[config.mk]
export PLATFORM = sky130hd
export DESIGN_NAME = rr_onehot_arbiter_flat
export DESIGN_NICKNAME = d
export VERILOG_FILES = /design/src/rtl/rr_onehot_arbiter_if.sv /design/src/rtl/rr_onehot_arbiter.sv /design/src/flat_wrapper.sv
export SDC_FILE = /design/constraint.sdc
export NUM_CORES = 1
export LEC_CHECK = 0
export CORE_ASPECT_RATIO = 0.75
export CORE_MARGIN = 4
export CORE_UTILIZATION = 45
export CTS_BUF_LIST = sky130_fd_sc_hd__clkbuf_16
export DETAILED_ROUTE_END_ITERATION = 10
export DONT_BUFFER_PORTS = 1
export PLACE_DENSITY = 0.65
export SLEW_MARGIN = 40
export SYNTH_ARGS = -nofsm -noshare
export SYNTH_HDL_FRONTEND = slang
export SYNTH_SLANG_ARGS = --single-unit
[constraint.sdc]
create_clock -name clk -period 3.9 [get_ports clk]
set_input_delay 0.585 -clock clk [delete_from_list [all_inputs] [get_ports clk]]
set_output_delay 0.585 -clock clk [all_outputs]
set_load 0.02 [all_outputs]
[src/rtl/rr_onehot_arbiter_if.sv]
// Request/grant bundle between requesters and the round-robin arbiter.
// The master drives requests; the slave (the arbiter) drives the grant.
interface rr_onehot_arbiter_if #(
    parameter int N    = 8,
    parameter int IDXW = $clog2(N)
);
    logic [N-1:0]    req;
    logic            done;
    logic [N-1:0]    grant;
    logic [IDXW-1:0] grant_idx;
    logic            grant_valid;
    logic            forced;

    modport master (
        output req, done,
        input  grant, grant_idx, grant_valid, forced
    );

    modport slave (
        input  req, done,
        output grant, grant_idx, grant_valid, forced
    );
endinterface

[src/rtl/rr_onehot_arbiter.sv]
// Round-robin arbiter with binary and one-hot grant outputs and a hold-time limit.
// A grant is held until done, request drop, or MAX_HOLD consecutive cycles.
module rr_onehot_arbiter #(
    parameter int N        = 8,
    parameter int IDXW     = $clog2(N),
    parameter int MAX_HOLD = 16
) (
    input  logic                clk,
    input  logic                rst_n,
    rr_onehot_arbiter_if.slave  bus
);
    localparam logic [0:0] ST_IDLE  = 1'b0;
    localparam logic [0:0] ST_GRANT = 1'b1;
    localparam int         CW       = 16;
    localparam logic [CW-1:0]   HOLD_LIM = CW'(MAX_HOLD);
    localparam logic [CW-1:0]   CNT_MAX  = {CW{1'b1}};
    localparam logic [IDXW-1:0] IDX_LAST = IDXW'(N - 1);

    function automatic logic [N-1:0] onehot(input logic [IDXW-1:0] idx);
        onehot = {{(N-1){1'b0}}, 1'b1} << idx;
    endfunction

    logic [0:0]      state_q, state_d;
    logic [IDXW-1:0] idx_q, idx_d;
    logic [IDXW-1:0] last_q, last_d;
    logic [CW-1:0]   cnt_q, cnt_d;
    logic            valid_q, valid_d;
    logic            forced_q, forced_d;
    logic [N-1:0]    grant_q, grant_d;

    logic [N-1:0]    cand_s;
    logic [IDXW-1:0] pos_s;
    logic [IDXW-1:0] win_s;
    logic            found_s;
    logic            hit_s;
    logic            owner_req_s;
    logic            lim_s;
    logic            rel_s;

    // Round-robin search from last+1, wrapping at N; the owner is masked while granted.
    always_comb begin
        cand_s  = (state_q == ST_GRANT) ? (bus.req & ~grant_q) : bus.req;
        pos_s   = last_q;
        win_s   = '0;
        found_s = 1'b0;
        hit_s   = 1'b0;
        for (int k = 0; k < N; k++) begin
            pos_s   = (pos_s == IDX_LAST) ? '0 : pos_s + IDXW'(1);
            hit_s   = cand_s[pos_s];
            win_s   = (!found_s && hit_s) ? pos_s : win_s;
            found_s = found_s | hit_s;
        end
    end

    // Release conditions for the current owner.
    always_comb begin
        owner_req_s = bus.req[idx_q];
        lim_s       = (MAX_HOLD != 0) && (cnt_q == HOLD_LIM);
        rel_s       = bus.done || !owner_req_s || lim_s;
    end

    // Next-state logic: idle/grant FSM with back-to-back handover and owner re-grant.
    always_comb begin
        state_d  = state_q;
        idx_d    = idx_q;
        last_d   = last_q;
        cnt_d    = cnt_q;
        valid_d  = valid_q;
        forced_d = 1'b0;
        case (state_q)
            ST_IDLE: begin
                if (found_s) begin
                    state_d = ST_GRANT;
                    idx_d   = win_s;
                    last_d  = win_s;
                    cnt_d   = CW'(1);
                    valid_d = 1'b1;
                end else begin
                    state_d = ST_IDLE;
                    valid_d = 1'b0;
                end
            end
            ST_GRANT: begin
                if (!rel_s) begin
                    cnt_d = (cnt_q == CNT_MAX) ? cnt_q : cnt_q + CW'(1);
                end else begin
                    // Only the hold limit counts as a forced revoke.
                    forced_d = lim_s && !bus.done && owner_req_s;
                    if (found_s) begin
                        idx_d  = win_s;
                        last_d = win_s;
                        cnt_d  = CW'(1);
                    end else if (owner_req_s) begin
                        cnt_d  = CW'(1);
                    end else begin
                        state_d = ST_IDLE;
                        valid_d = 1'b0;
                        idx_d   = '0;
                        cnt_d   = '0;
                    end
                end
            end
            default: begin
                state_d = ST_IDLE;
                valid_d = 1'b0;
                idx_d   = '0;
                cnt_d   = '0;
            end
        endcase
        grant_d = valid_d ? onehot(idx_d) : '0;
    end

    // State and output registers.
    always_ff @(posedge clk or negedge rst_n) begin
        if (!rst_n) begin
            state_q  <= ST_IDLE;
            idx_q    <= '0;
            last_q   <= IDX_LAST;
            cnt_q    <= '0;
            valid_q  <= 1'b0;
            forced_q <= 1'b0;
            grant_q  <= '0;
        end else begin
            state_q  <= state_d;
            idx_q    <= idx_d;
            last_q   <= last_d;
            cnt_q    <= cnt_d;
            valid_q  <= valid_d;
            forced_q <= forced_d;
            grant_q  <= grant_d;
        end
    end

    assign bus.grant       = grant_q;
    assign bus.grant_idx   = idx_q;
    assign bus.grant_valid = valid_q;
    assign bus.forced      = forced_q;
endmodule

[src/flat_wrapper.sv]
// flat-port wrapper written by rule: the top's interface ports become plain ports
module rr_onehot_arbiter_flat 
#(
    parameter int N        = 8,
    parameter int IDXW     = $clog2(N),
    parameter int MAX_HOLD = 16
)
  (clk, rst_n, bus_req, bus_done, bus_grant, bus_grant_idx, bus_grant_valid, bus_forced);
  rr_onehot_arbiter_if #(.N(N), .IDXW(IDXW)) bus_i ();
  input  logic clk;
  input  logic rst_n;
  input wire logic [$bits(bus_i.req)-1:0] bus_req;
  input wire logic [$bits(bus_i.done)-1:0] bus_done;
  output wire logic [$bits(bus_i.grant)-1:0] bus_grant;
  output wire logic [$bits(bus_i.grant_idx)-1:0] bus_grant_idx;
  output wire logic [$bits(bus_i.grant_valid)-1:0] bus_grant_valid;
  output wire logic [$bits(bus_i.forced)-1:0] bus_forced;
  assign bus_i.req = bus_req;
  assign bus_i.done = bus_done;
  assign bus_grant = bus_i.grant;
  assign bus_grant_idx = bus_i.grant_idx;
  assign bus_grant_valid = bus_i.grant_valid;
  assign bus_forced = bus_i.forced;
  rr_onehot_arbiter #(.N(N), .IDXW(IDXW), .MAX_HOLD(MAX_HOLD)) u_core (.clk(clk), .rst_n(rst_n), .bus(bus_i));
endmodule
After elaboration in Yosys (flattened, before gate mapping)
Index checks and enable logic that the tools add are counted.
{"block": "word_totals", "reg_bits": 33, "latchBits": 0, "ramBits": 0, "romBits": 0, "inputBits": 11, "out_inout_bits": 13, "n_memories": 0}
{"block": "op_classes", "add_sub_neg": 9, "mul": 0, "div_mod_pow": 0, "n_lt_le_gt_ge": 9, "eq_ne": 13, "shifts": 1, "n_mux": 61, "n_bitwise": 10, "n_reduce_logical": 21}
{"operator": "3-bit 2-to-1 mux", "n": 22}
{"operator": "16-bit 2-to-1 mux", "n": 4}
{"operator": "3-bit by 4-bit less-than comparator with 1-bit output (second input constant)", "n": 9}
{"operator": "16-bit one-hot mux with 2 select lines", "n": 1}
{"operator": "1-bit binary-select mux with 3-bit select", "n": 9}
{"operator": "3-bit by 1-bit adder with 3-bit output (second input constant)", "n": 8}
{"operator": "3-bit == test (second input constant)", "n": 8}
{"operator": "1-bit 2-to-1 mux", "n": 19}
{"operator": "16-bit by 1-bit adder with 16-bit output (second input constant)", "n": 1}
{"operator": "16-bit == test (second input constant)", "n": 1}
{"operator": "16-bit by 5-bit == test with 1-bit output (second input constant)", "n": 1}
{"operator": "8-bit 2-to-1 mux", "n": 2}
{"operator": "3-bit one-hot mux with 2 select lines", "n": 2}
{"operator": "1-bit logical AND", "n": 9}
{"operator": "1-bit zero test", "n": 9}
{"operator": "8-bit bitwise AND", "n": 1}
{"operator": "8-bit NOT", "n": 1}
{"operator": "1-bit by 3-bit << shifter with 8-bit output (first input constant)", "n": 1}
{"operator": "1-bit bitwise OR", "n": 7}
{"operator": "1-bit one-hot mux with 2 select lines", "n": 2}
{"operator": "3-bit != test (second input constant)", "n": 1}
{"operator": "1-bit logical OR", "n": 2}
{"operator": "2-bit by 1-bit != test with 1-bit output (second input constant)", "n": 1}
{"operator": "2-bit != test (second input constant)", "n": 1}
{"operator": "2 further kinds", "n": 2}

Depth between registers and ports, before layout
Gate-level depths: netlist (run 1).
{"block": "depth", "depth_word": 25, "ltp_mapped": 17}

Worst setup path after synthesis (run 1)
OpenSTA, ideal clock, no wires.
{"block": "synth_path", "kind": "reg-to-reg", "startpoint": "reg u_core.last_q[1]", "endpoint": "reg u_core.grant_q[1] (netlist: u_core.bus.grant[1])", "t_arrival_ns": 3.763, "required_time_ns": 3.778, "path_slack_ns": 0.015, "stages_incl_launch_ff": 17, "n_path_buf": 2, "synth_period_minus_slack_ns": 3.885, "cell_sequence": "dfstp_2 ha_1 ha_1 buf_6 nand2b_1 buf_4 inv_4 ha_1 inv_1 mux4_2 mux2_4 a21oi_4 nand3_4 or4_4 o211ai_2 o22ai_1 nor2b_1"}
{"block": "synth_via", "elab_chain_cells": 25, "elab_cells_between_ends": 79, "classes_between": "add/sub: 8; eq/ne: 8; shift: 1; mux: 41; bitwise: 7; reduce/logical: 14"}
{"element": "from (decl)", "line": "rr_onehot_arbiter.sv:25", "rtl": "logic [IDXW-1:0] last_q, last_d;"}
{"element": "from (signal assigned)", "line": "rr_onehot_arbiter.sv:126", "rtl": "last_q <= last_d;"}
{"element": "3-bit by 1-bit adder with 3-bit output or 3-bit == test (tied branches)", "line": "rr_onehot_arbiter.sv:48", "rtl": "pos_s = (pos_s == IDX_LAST) ? '0 : pos_s + IDXW'(1);"}
{"element": "3-bit 2-to-1 mux (*)", "line": "rr_onehot_arbiter.sv:48"}
{"element": "3-bit by 1-bit adder with 3-bit output or 3-bit == test (tied branches)", "line": "rr_onehot_arbiter.sv:48"}
{"element": "3-bit 2-to-1 mux", "line": "rr_onehot_arbiter.sv:48"}
{"element": "3-bit by 1-bit adder with 3-bit output or 3-bit == test (tied branches)", "line": "rr_onehot_arbiter.sv:48"}
{"element": "3-bit 2-to-1 mux", "line": "rr_onehot_arbiter.sv:48"}
{"element": "3-bit by 1-bit adder with 3-bit output or 3-bit == test (tied branches)", "line": "rr_onehot_arbiter.sv:48"}
{"element": "3-bit 2-to-1 mux", "line": "rr_onehot_arbiter.sv:48"}
{"element": "(+10 left out)"}
{"element": "1-bit logical AND", "line": "rr_onehot_arbiter.sv:50", "rtl": "win_s = (!found_s && hit_s) ? pos_s : win_s;"}
{"element": "3-bit 2-to-1 mux", "line": "rr_onehot_arbiter.sv:50"}
{"element": "3-bit 2-to-1 mux", "line": "rr_onehot_arbiter.sv:89", "rtl": "if (found_s) begin"}
{"element": "3-bit 2-to-1 mux", "line": "rr_onehot_arbiter.sv:84", "rtl": "if (!rel_s) begin"}
{"element": "3-bit one-hot mux with 2 select lines", "line": "rr_onehot_arbiter.sv:70", "rtl": "case (state_q)"}
{"element": "1-bit by 3-bit << shifter with 8-bit output", "line": "rr_onehot_arbiter.sv:20", "rtl": "onehot = {{(N-1){1'b0}}, 1'b1} << idx;"}
{"element": "8-bit 2-to-1 mux (*)", "line": "rr_onehot_arbiter.sv:110", "rtl": "grant_d = valid_d ? onehot(idx_d) : '0;"}
{"element": "named net u_core.grant_d[1]", "line": "rr_onehot_arbiter.sv:29", "rtl": "logic [N-1:0] grant_q, grant_d;"}
{"element": "to (signal assigned)", "line": "rr_onehot_arbiter.sv:130", "rtl": "grant_q <= grant_d;"}
{"element": "to (decl)", "line": "rr_onehot_arbiter.sv:29"}
The timed path passes the listed nets; every way through them passes the cells marked *. The select of a mux whose other input is x is not followed.
A chain may end at the register's enable or synchronous reset.

Worst setup path in the final report (run 1)
{"block": "layout_path", "startpoint": "reg u_core.last_q[0]", "endpoint": "reg u_core.grant_q[1] (netlist: u_core.bus.grant[1])"}
Same word-level chain as after synthesis.

==> summary.md, run 1 <==
| Metric | Value |
|---|---|
| Worst slew margin | 38.21% |
| Residual DRC | 0 |
| Global-route wire length before repair | 12770 um |
| Critical Path RT | 4.05 ns |
| EDFF count, synth | 0 |
| Max Cap Viol | 0 |
| Initial Util | 46.50% |
| Final Wtd Congestion | 0.9716 |
| Drt initial violations | 220 |
| Instance count of the mapped netlist | 316 |
| DP HPWL | 6022 um |
| CP Launch Point | u_core.last_q[0]$_DFFE_PN1P_ |
| # diodes | 0 |
| Reg2reg path depth | 13 |
| Syn_nets | 334 |
| Die Wd | 97.59 um |
| Die area | 0.007338 sq mm |
| Ys async rst share | 100.0% |
| Routed vias | 2782 |
| Clock buffer depth | 2 |
| Area growth, synth to finish | 20.60% |
| Remaining antenna violation count after routing | 0 |
| Max frequency | 262.2 MHz |
| Worst slew pin tran | 0.9237 ns |
| Vias in the first global route | 2404 |
| Final wirelength | 8123 um |
| Placed cell areas | 0.002943 sq mm |
| GRT Total Usage | 22.08% |
| Total grt overflow | 0 |
| Commonest non-fill, non-tap cell in the layout | nand2_1 |
| Crit path cell chain | ha_2 > ha_2 > or2_1 > ha_4 > xnor3_1 > xnor2_2 > mux2_4 > a21oi_4 > nand3_4 > or4_4 > o211ai_4 > o22ai_2 > nor2b_1 |
| Initial antenna violation count | 0 |
| CTS sink cnt | 33 |
| Finished Cell Area | 0.003267 sq mm |
| Most frequent cells in the layout | nand2_1 (35), buf_4 (31), dfrtp_1 (30), o21ai_0 (29), nor2_1 (16) |
| Setup slack at placement | -0.04328 ns |
| Final net count | 361 |
| Status | finished clean |
| Worst reg2reg endpoint | u_core.bus.grant[1]$_DFF_PN0_ |
| Slowest CP cell | or4_4 |
| Critical Path Source Type | register |
| Cell family with most CP delay | simple AND/OR/NAND/NOR gates |
| # IOs | 24 |
| WL per Instance | 19.25 um |
| Layout cells sized above 1 | 22.67% |
| CP Max Fanout | 6 |
| Yosys warnings | 0 |
| Final setup TNS | 0 ns |
| Min setup slack post-route | 0.08669 ns |
| Site Rows | 24 |
| Drt first pass iters | 5 |
| Fin crit period | 3.813 ns |
| Syn_area_per_cell | 8.572 sq um |
| Inserted Clock Buffers | 5 |
| Clock-pin slew on the worst setup and hold paths | 0.05 ns |
| Pin count of the biggest net entering global routing | 26 |
| Fin crit share | 97.78% |
| Die height | 75.19 um |
| Root Buffer | clkbuf_16 |
| Core Footprint | 0.005826 sq mm |
| Syn Std Cell Area | 0.002709 sq mm |
| Critical Path AT | 3.97 ns |
| Seq cells post-synth | 33 |
| CP Capture Type | register |
| Vias per Instance | 6.592 |
| HP Class | in2async |
| Pins Over Slew Limit | 0 |
| Finish-stage setup viols | 0 |
| Final clock skew | 0.007248 ns |
| Critical path class | reg2reg |
| PortBufs | 0 |
| RR Startpoint | u_core.last_q[0]$_DFFE_PN1P_ |
| CTS tree | built |
| Reg2Reg Setup Slack | 0.09 ns |
| Post-synth cell types | 67 |
| Main synth FF type | dfrtp_1 |
| Later-pin clock latency in the skew report | 0.28 ns |
| Post-Route Utilization | 56.08% |
| CP bufs+invs | 0 |
| Slowest stage delay, CP | 0.56 ns |
| Post-synthesis sequential area ratio | 30.62% |
| Most used cell, CP | ha_2 |
| H-tree Lvls | 2 |
| Fin. Hold Viols | 0 |
## cell families (layout without fill, tap and decap cells)
| logic type | Yosys count | in the layout | share of synthesized area, % |
|---|---|---|---|
| flops | 33 | 33 | 30.62 |
| mux | 16 | 16 | 8.776 |
| compound gates | 104 | 104 | 26.28 |
| fa+ha+maj | 7 | 7 | 3.233 |
| buf+inv | 23 | 51 | 4.203 |
| simple gates | 129 | 129 | 25.08 |
| xor+xnor | 4 | 4 | 1.802 |
## flip-flops by register name, indices dropped and copies added, names as in the netlist
| name | flops |
|---|---|
| u_core.last_q | 3 |
| u_core.bus.forced | 1 |
| u_core.bus.grant_idx | 3 |
| u_core.state_q | 1 |
| u_core.cnt_q | 16 |
| u_core.bus.grant | 8 |
| u_core.bus.grant_valid | 1 |
## synth_stat cells, drive strengths merged (2+ instances only)
cell	instances	area share, %
a211oi	2	0.55
a21boi	9	2.5
a21o	2	0.55
a21oi	10	2.3
a22o	5	1.6
a22oi	3	0.83
a2bb2oi	2	0.65
a31o	2	0.65
a31oi	9	2.1
a41oi	2	0.65
and2	7	1.6
and3	7	1.6
buf	10	2.3
clkbuf	3	0.42
dfrtp	30	28
dfstp	3	2.9
ha	7	3.2
inv	10	1.5
mux2	6	2.6
mux2i	5	2.0
mux4	5	4.2
nand2	35	4.9
nand2b	4	0.92
nand3	15	3.2
nand4	10	2.3
nor2	16	2.2
nor2b	4	0.92
nor3	17	3.6
nor3b	2	0.55
nor4	4	0.92
nor4b	2	0.65
o211ai	4	1.3
o21a	3	0.83
o21ai	32	6.1
o22ai	4	0.92
o31ai	5	1.4
or2	2	0.46
or4	2	0.69
xnor2	2	0.65
## area by class of cell
cell class	count	area (sq um)
fill	529	2559
multi-input combinational	260	1884
sequential	33	829.5
timing repair buffer	33	252.7
clock buffer	5	125.1
tap	78	97.59
inverter	10	40.04
clock inverter	3	37.54
## routing by layer
| metal | wire [um] | GRT usage [%] | part of all wire, % | up-vias |
|---|---|---|---|---|
| li1 | - | - | - | 1264 |
| met1 | 3817 | 34.70 | 47 | 1327 |
| met2 | 3190 | 29.38 | 39 | 169 |
| met3 | 972 | 6.759 | 12 | 22 |
| met4 | 142 | 4.301 | 1.7 | 0 |
| met5 | 0 | 0 | 0 | - |
## worst max path at each step
stage	endpoint	slack [ns]	cells past startpoint
2_1_floorplan	u_core.bus.grant[1]$_DFF_PN0_	0.02	16
3_3_place_gp	u_core.bus.grant[2]$_DFF_PN0_	0.03	14
3_5_place_dp	u_core.bus.grant[2]$_DFF_PN0_	-0.04	14
4_1_cts	u_core.bus.grant[2]$_DFF_PN0_	0.04	14
5_1_grt	u_core.bus.grant[0]$_DFF_PN0_	-0.02	14
6_report	u_core.bus.grant[1]$_DFF_PN0_	0.09	13
## what timing repair did
item / CTS / global route
resized for setup: 4 / 17
pin swaps: 0 / 6
setup buffers: 1 / 3
hold buffers: 1 / 1
endpoints found under the hold margin: 9 / 21
endpoints found under the setup margin: 8 / 20
## stage by stage
| step | instances | hold slack, ns |
|---|---|---|
| floorplan | 316 | 0.2894 |
| finish | 422 | 0.1490 |
| detailed placement | 408 | 0.2899 |
| CTS | 418 | 0.0007151 |
| global route | 422 | 0.1407 |
| global placement | 408 | 0.2900 |
Power of run 1 is left out: the tool's default activity adds up to more than one toggle a clock period on the data nets, which glitch-free logic cannot reach.
==> inputs of run 2 (changes only) <==
CTS_BUF_LIST = unset   (was sky130_fd_sc_hd__clkbuf_16)
DONT_BUFFER_PORTS = unset   (was 1)
PLACE_DENSITY = 0.7   (was 0.65)
SKIP_CTS_REPAIR_TIMING = 1   (was unset)
==> run 2 against run 1 <==
Net effect: design area rose by 3.7%; clock skew rose by 0.0032 ns; non-clock buffer count rose by 18; global-route usage rose by 0.65 points; highest routed layer unchanged; critical path type unchanged; first-iteration DRC count rose by 45%; core utilization rose by 2.1 points; fmax barely moved; register-to-register slack barely moved; final cell count rose by 4.3%; worst hold slack improved by 0.36 ns; flip-flop and latch count did not move.
==> summary.md, run 2 (synthesis gave the netlist of run 1 again) <==
| Metric | Value |
|---|---|
| Status | finished clean |
| Placed cell areas | 0.003173 sq mm (+7.8%) |
| Critical Path RT | 4.07 ns (+0.02 ns) |
| Crit path cell chain | ha_1 > ha_2 > or2_1 > buf_4 > inv_1 > buf_4 > o211ai_1 > nand3_1 > nor4_4 > buf_4 > nor3_1 > or4_4 > o211ai_4 > o22ai_1 > nor2b_1 |
| Fin. Hold Viols | 0 (unchanged) |
| Residual DRC | 0 (unchanged) |
| Critical path class | reg2reg |
| Crit path depth | 15 (+2) |
| Slowest CP cell | dfstp_2 |
| Max reg flops | 16 (unchanged) |
| Max frequency | 262.2 MHz (about the same) |
| Routed vias | 2902 (+4.3%) |
| Remaining antenna violation count after routing | 0 (unchanged) |
| Layout cells sized above 1 | 20.17% (-2.5 points) |
| HP Class | reg2reg |
| Worst reg2reg endpoint | u_core.bus.grant[1]$_DFF_PN0_ |
| Pin count of the biggest net entering global routing | 34 (+31%) |
| Clock-pin slew on the worst setup and hold paths | 0.07 ns (+0.02 ns) |
| # diodes | 0 (unchanged) |
| Critical Path AT | 3.99 ns (+0.02 ns) |
| CP Capture Type | register |
| Die height | 75.19 um (unchanged) |
| RR Startpoint | u_core.last_q[0]$_DFFE_PN1P_ |
| Worst slew pin tran | 0.6955 ns (-0.2282 ns) |
| Initial antenna violation count | 0 (unchanged) |
| Setup crit end | u_core.bus.grant[1]$_DFF_PN0_ |
| Origin of the worst min-delay path | u_core.cnt_q[9]$_DFFE_PN0P_ |
| Final net count | 379 (+5.0%) |
| Max Cap Viol | 0 (unchanged) |
| Biggest register | u_core.cnt_q |
| CP Launch Point | u_core.last_q[0]$_DFFE_PN1P_ |
| GRT Total Usage | 22.73% (+0.65 points) |
| Most used cell, CP | buf_4 |
| Worst hold path depth | 1 |
| CTS sink cnt | 33 (unchanged) |
| Vias in the first global route | 2499 (+4.0%) |
| Site Rows | 24 (unchanged) |
| CP Max Fanout | 9 (+3) |
| Post-Layout Cell Count | 440 (+4.3%) |
| Critical Path Source Type | register |
| Initial Util | 46.50% (unchanged) |
| Inserted Clock Buffers | 5 (unchanged) |
| Drt first pass iters | 5 (unchanged) |
| Most frequent cells in the layout | nand2_1 (35), dfrtp_1 (30), o21ai_0 (29), buf_4 (28), clkdlybuf4s50_1 (23) |
| Finished Cell Area | 0.003387 sq mm (+3.7%) |
| Root Buffer | clkbuf_8 |
| Pins Over Slew Limit | 0 (unchanged) |
| Commonest non-fill, non-tap cell in the layout | nand2_1 |
| H-tree Lvls | 2 (unchanged) |
| Area growth, synth to finish | 25.03% |
| Final wirelength | 8426 um (+3.7%) |
| Slowest stage delay, CP | 0.54 ns (-0.02 ns) |
| Global-route wire length before repair | 13150 um (+3.0%) |
| CP bufs+invs | 4 (+4) |
| Cell family with most CP delay | simple AND/OR/NAND/NOR gates |
| Reg2Reg Setup Slack | 0.09 ns (about the same) |
| Total grt overflow | 0 (unchanged) |
| Final Wtd Congestion | 1.074 (+11%) |
| Fin crit share | 97.78% (about the same) |
| PortBufs | 23 (+23) |
| DP HPWL | 6254 um (+3.8%) |
| Worst slew margin | 53.22% (+15 points) |
| Drt initial violations | 319 (+45%) |
| Finish-stage setup viols | 0 (unchanged) |
| Core Footprint | 0.005826 sq mm (unchanged) |
| Reg2reg path depth | 15 (+2) |
| CTS tree | built |
| # IOs | 24 (unchanged) |
| Vias per Instance | 6.595 (about the same) |
| Die area | 0.007338 sq mm (unchanged) |
| Die Wd | 97.59 um (unchanged) |
| Placed Cells | 431 (+5.6%) |
| Clock buffer depth | 2 (unchanged) |
| Final clock skew | 0.01050 ns (+0.003247 ns) |
| WL per Instance | 19.15 um (-0.51%) |
| Fin crit period | 3.814 ns (+0.0002620 ns) |
| Later-pin clock latency in the skew report | 0.29 ns (about the same) |
run 2: cell count changes in the layout (fill, tap and decap cells not counted), moves of 2 or more:
cell	before	now
buf_4	31	28
dlygate4sd3_1	2	0
clkbuf_16	5	0
clkdlybuf4s50_1	0	23
inv_1	10	8
clkbuf_8	0	7
run 2: final cells by class:
type | instances | area, sq um
fill | 513 | 2439
inverter | 10 | 40.04
timing repair buffer | 51 | 440.4
multi-input combinational | 260 | 1878
sequential | 33 | 829.5
clock buffer | 7 | 96.34
clock inverter | 1 | 5.005
tap | 78 | 97.59
run 2: layer usage:
| layer | vias to the layer above | part of all wire (%) | track usage (%) |
|---|---|---|---|
| met5 | - | 0 | 0 |
| met4 | 0 | 1.3 | 4.301 |
| met3 | 12 | 12 | 6.852 |
| met2 | 194 | 39 | 29.54 |
| met1 | 1394 | 47 | 36.34 |
| li1 | 1302 | - | - |
run 2: worst min path at each step:
stage | end
floorplan | u_core.bus.forced$_DFF_PN0_
CTS | u_core.cnt_q[9]$_DFFE_PN0P_
global route | u_core.cnt_q[9]$_DFFE_PN0P_
detailed placement | u_core.cnt_q[9]$_DFFE_PN0P_
finish | u_core.cnt_q[9]$_DFFE_PN0P_
global placement | u_core.cnt_q[13]$_DFFE_PN0P_
run 2: per-stage QoR:
stage	hold WS (ns)	util (%)	worst slack [ns]	setup TNS, ns
finish	0.5111	58.14	0.08643	0
global route	0.5306	58.14	-0.01848	-0.02523
CTS	0.5102	56.21	-0.02834	-0.08320
detailed placement	0.4969	54.47	-0.03714	-0.04450
global placement	0.4969	54.47	0.02011	0
floorplan	0.2894	-	0.01533	0
run 2: worst reg2reg max path: cells and delay by family, from the launching register on:
family,cells,cell delay (ns)
simple gates,6,1.62
fa+ha+maj,2,0.37
buf+inv,4,0.66
compound gates,3,0.52
flops,1,0.54
Power of run 2 is left out for the same reason.
==> inputs of run 3 (changes only) <==
CORE_UTILIZATION = 50   (was 45)
CTS_CLUSTER_SIZE = 30   (was unset)
PLACE_DENSITY = 0.76   (was 0.7)
==> run 3 against run 2 <==
Net effect: first-iteration DRC count is 26% lower; register-to-register slack hardly changed; wire length is 4.7% lower; sequential share of layout area is 0.24 points lower; setup slack better by 0.0073 ns; count of clock-buffer cells in the layout is 2 lower; die area is 9.1% lower; design area is 1.0% higher; fmax is 0.19% higher; critical endpoint is now u_core.bus.grant[7]$_DFF_PN0_; highest routed layer unchanged.
==> summary.md, run 3 (synthesis gave the netlist of run 1 again) <==
| Metric | Value |
|---|---|
| Finish-stage setup viols | 0 (unchanged) |
| Die height | 71.75 um (-4.6%) |
| Pins Over Slew Limit | 0 (unchanged) |
| HP Class | reg2reg |
| Reg2reg path depth | 12 (-3) |
| Routed vias | 2811 (-3.1%) |
| Residual DRC | 0 (unchanged) |
| # IOs | 24 (unchanged) |
| Critical Path AT | 3.96 ns (-0.03 ns) |
| WL per Instance | 18.50 um (-3.4%) |
| Total grt overflow | 0 (unchanged) |
| Worst slew margin | 50.93% (-2.3 points) |
| Global-route wire length before repair | 13010 um (-1.0%) |
| Clock buffer depth | 2 (unchanged) |
| DP HPWL | 6103 um (-2.4%) |
| Most frequent cells in the layout | nand2_1 (35), dfrtp_1 (30), o21ai_0 (29), buf_4 (28), clkdlybuf4s50_1 (23) |
| CTS tree | built |
| Clock-pin slew on the worst setup and hold paths | 0.07 ns (about the same) |
| Initial Util | 53.48% (+7.0 points) |
| Fillers | 416 (-19%) |
| CTS sink cnt | 33 (unchanged) |
| Final Wtd Congestion | 1.002 (-6.7%) |
| Core Footprint | 0.005065 sq mm (-13%) |
| GRT Total Usage | 24.35% (+1.6 points) |
| Inserted Clock Buffers | 5 (unchanged) |
| Initial antenna violation count | 0 (unchanged) |
| Post-Layout Cell Count | 434 (-1.4%) |
| M1 WL | 3911 um (-2.3%) |
| Max frequency | 262.7 MHz (+0.19%) |
| Final net count | 379 (unchanged) |
| PortBufs | 23 (unchanged) |
| # diodes | 0 (unchanged) |
| Layout cells sized above 1 | 21.55% (+1.4 points) |
| Placed Cells | 421 (-2.3%) |
| Max reg flops | 16 (unchanged) |
| CP Max Fanout | 7 (-2) |
| Vias per Instance | 6.477 (-1.8%) |
| Biggest register | u_core.cnt_q |
| Max Cap Viol | 0 (unchanged) |
| H-tree Lvls | 2 (unchanged) |
| Fin crit share | 97.60% (-0.19 points) |
| Critical path class | reg2reg |
| Commonest non-fill, non-tap cell in the layout | nand2_1 |
| Fin crit period | 3.806 ns (-0.007302 ns) |
| Die Wd | 92.99 um (-4.7%) |
| Met3 routed WL | 834 um (-21%) |
| Remaining antenna violation count after routing | 0 (unchanged) |
| Site Rows | 22 (-8.3%) |
| Final clock skew | 0.006647 ns (-0.003848 ns) |
| DR top layer | met4 |
| Die area | 0.006672 sq mm (-9.1%) |
| Root Buffer | clkbuf_8 |
| Status | finished clean |
| Area growth, synth to finish | 26.28% |
| Pin count of the biggest net entering global routing | 34 (unchanged) |
| Worst slew pin tran | 0.7295 ns (+0.03397 ns) |
| Fin. Hold Viols | 0 (unchanged) |
| Drt first pass iters | 5 (unchanged) |
| Final wirelength | 8028 um (-4.7%) |
| Critical Path Source Type | register |
| CP Capture Type | register |
| Critical Path RT | 4.06 ns (about the same) |
| Worst hold path depth | 1 (unchanged) |
| Later-pin clock latency in the skew report | 0.28 ns (about the same) |
| Drt initial violations | 237 (-26%) |
| Vias in the first global route | 2510 (+0.44%) |
| Wire length on met2 | 3220 um (-1.4%) |
## run 3: worst paths after layout
path                                              startpoint                             to  slack [ns]
worst max-delay path            u_core.last_q[1]$_DFFE_PN1P_  u_core.bus.grant[7]$_DFF_PN0_        0.09
worst min-delay path            u_core.cnt_q[13]$_DFFE_PN0P_   u_core.cnt_q[13]$_DFFE_PN0P_        0.51
worst max register to register  u_core.last_q[1]$_DFFE_PN1P_  u_core.bus.grant[7]$_DFF_PN0_        0.09
worst min register to register  u_core.cnt_q[13]$_DFFE_PN0P_   u_core.cnt_q[13]$_DFFE_PN0P_        0.51
max in group asynchronous                              rst_n   u_core.last_q[2]$_DFFE_PN1P_        2.87
min in group asynchronous                              rst_n  u_core.bus.grant[1]$_DFF_PN0_        0.70
## run 3: worst max-delay path, stage by stage, from the launching register on
cell and delay, ns:
dfstp_2 0.54, ha_1 0.16, ha_1 0.19, buf_4 0.16
and3b_1 0.22, a22o_1 0.28, or4_1 0.61, and2_1 0.25
nor4_1 0.38, o22ai_1 0.19, a41o_1 0.31, a32oi_2 0.28
nor2_1 0.09
## run 3: metal layers
metal / global-route usage (%) / up-vias
met5: 0 / -
met4: 3.740 / 0
met3: 6.191 / 8
met2: 33.36 / 156
met1: 38.64 / 1348
li1: - / 1299
## run 3: stage by stage
step           hold slack [ns]  area, sq um  utilization [%]  setup TNS, ns  setup slack [ns]
2_1_floorplan           0.2894         2709                -              0           0.01533
3_3_place_gp            0.4902         3136            61.91              0           0.05329
3_5_place_dp            0.4916         3136            61.91       -0.09949          -0.03269
4_1_cts                 0.5041         3269            64.55        -0.1966          -0.04653
5_1_grt                 0.5449         3421            67.54       -0.04566          -0.01819
6_report                0.5094         3421            67.54              0           0.09373
## run 3: cell type report
| cell class | count | area, sq um | area share, % |
|---|---|---|---|
| multi-input combinational | 260 | 1887 | 55.16 |
| sequential | 33 | 829.5 | 24.25 |
| timing repair buffer | 51 | 440.4 | 12.87 |
| tap | 72 | 90.09 | 2.634 |
| clock buffer | 5 | 68.82 | 2.012 |
| clock inverter | 3 | 65.06 | 1.902 |
| inverter | 10 | 40.04 | 1.170 |
Power of run 3 is left out for the same reason.
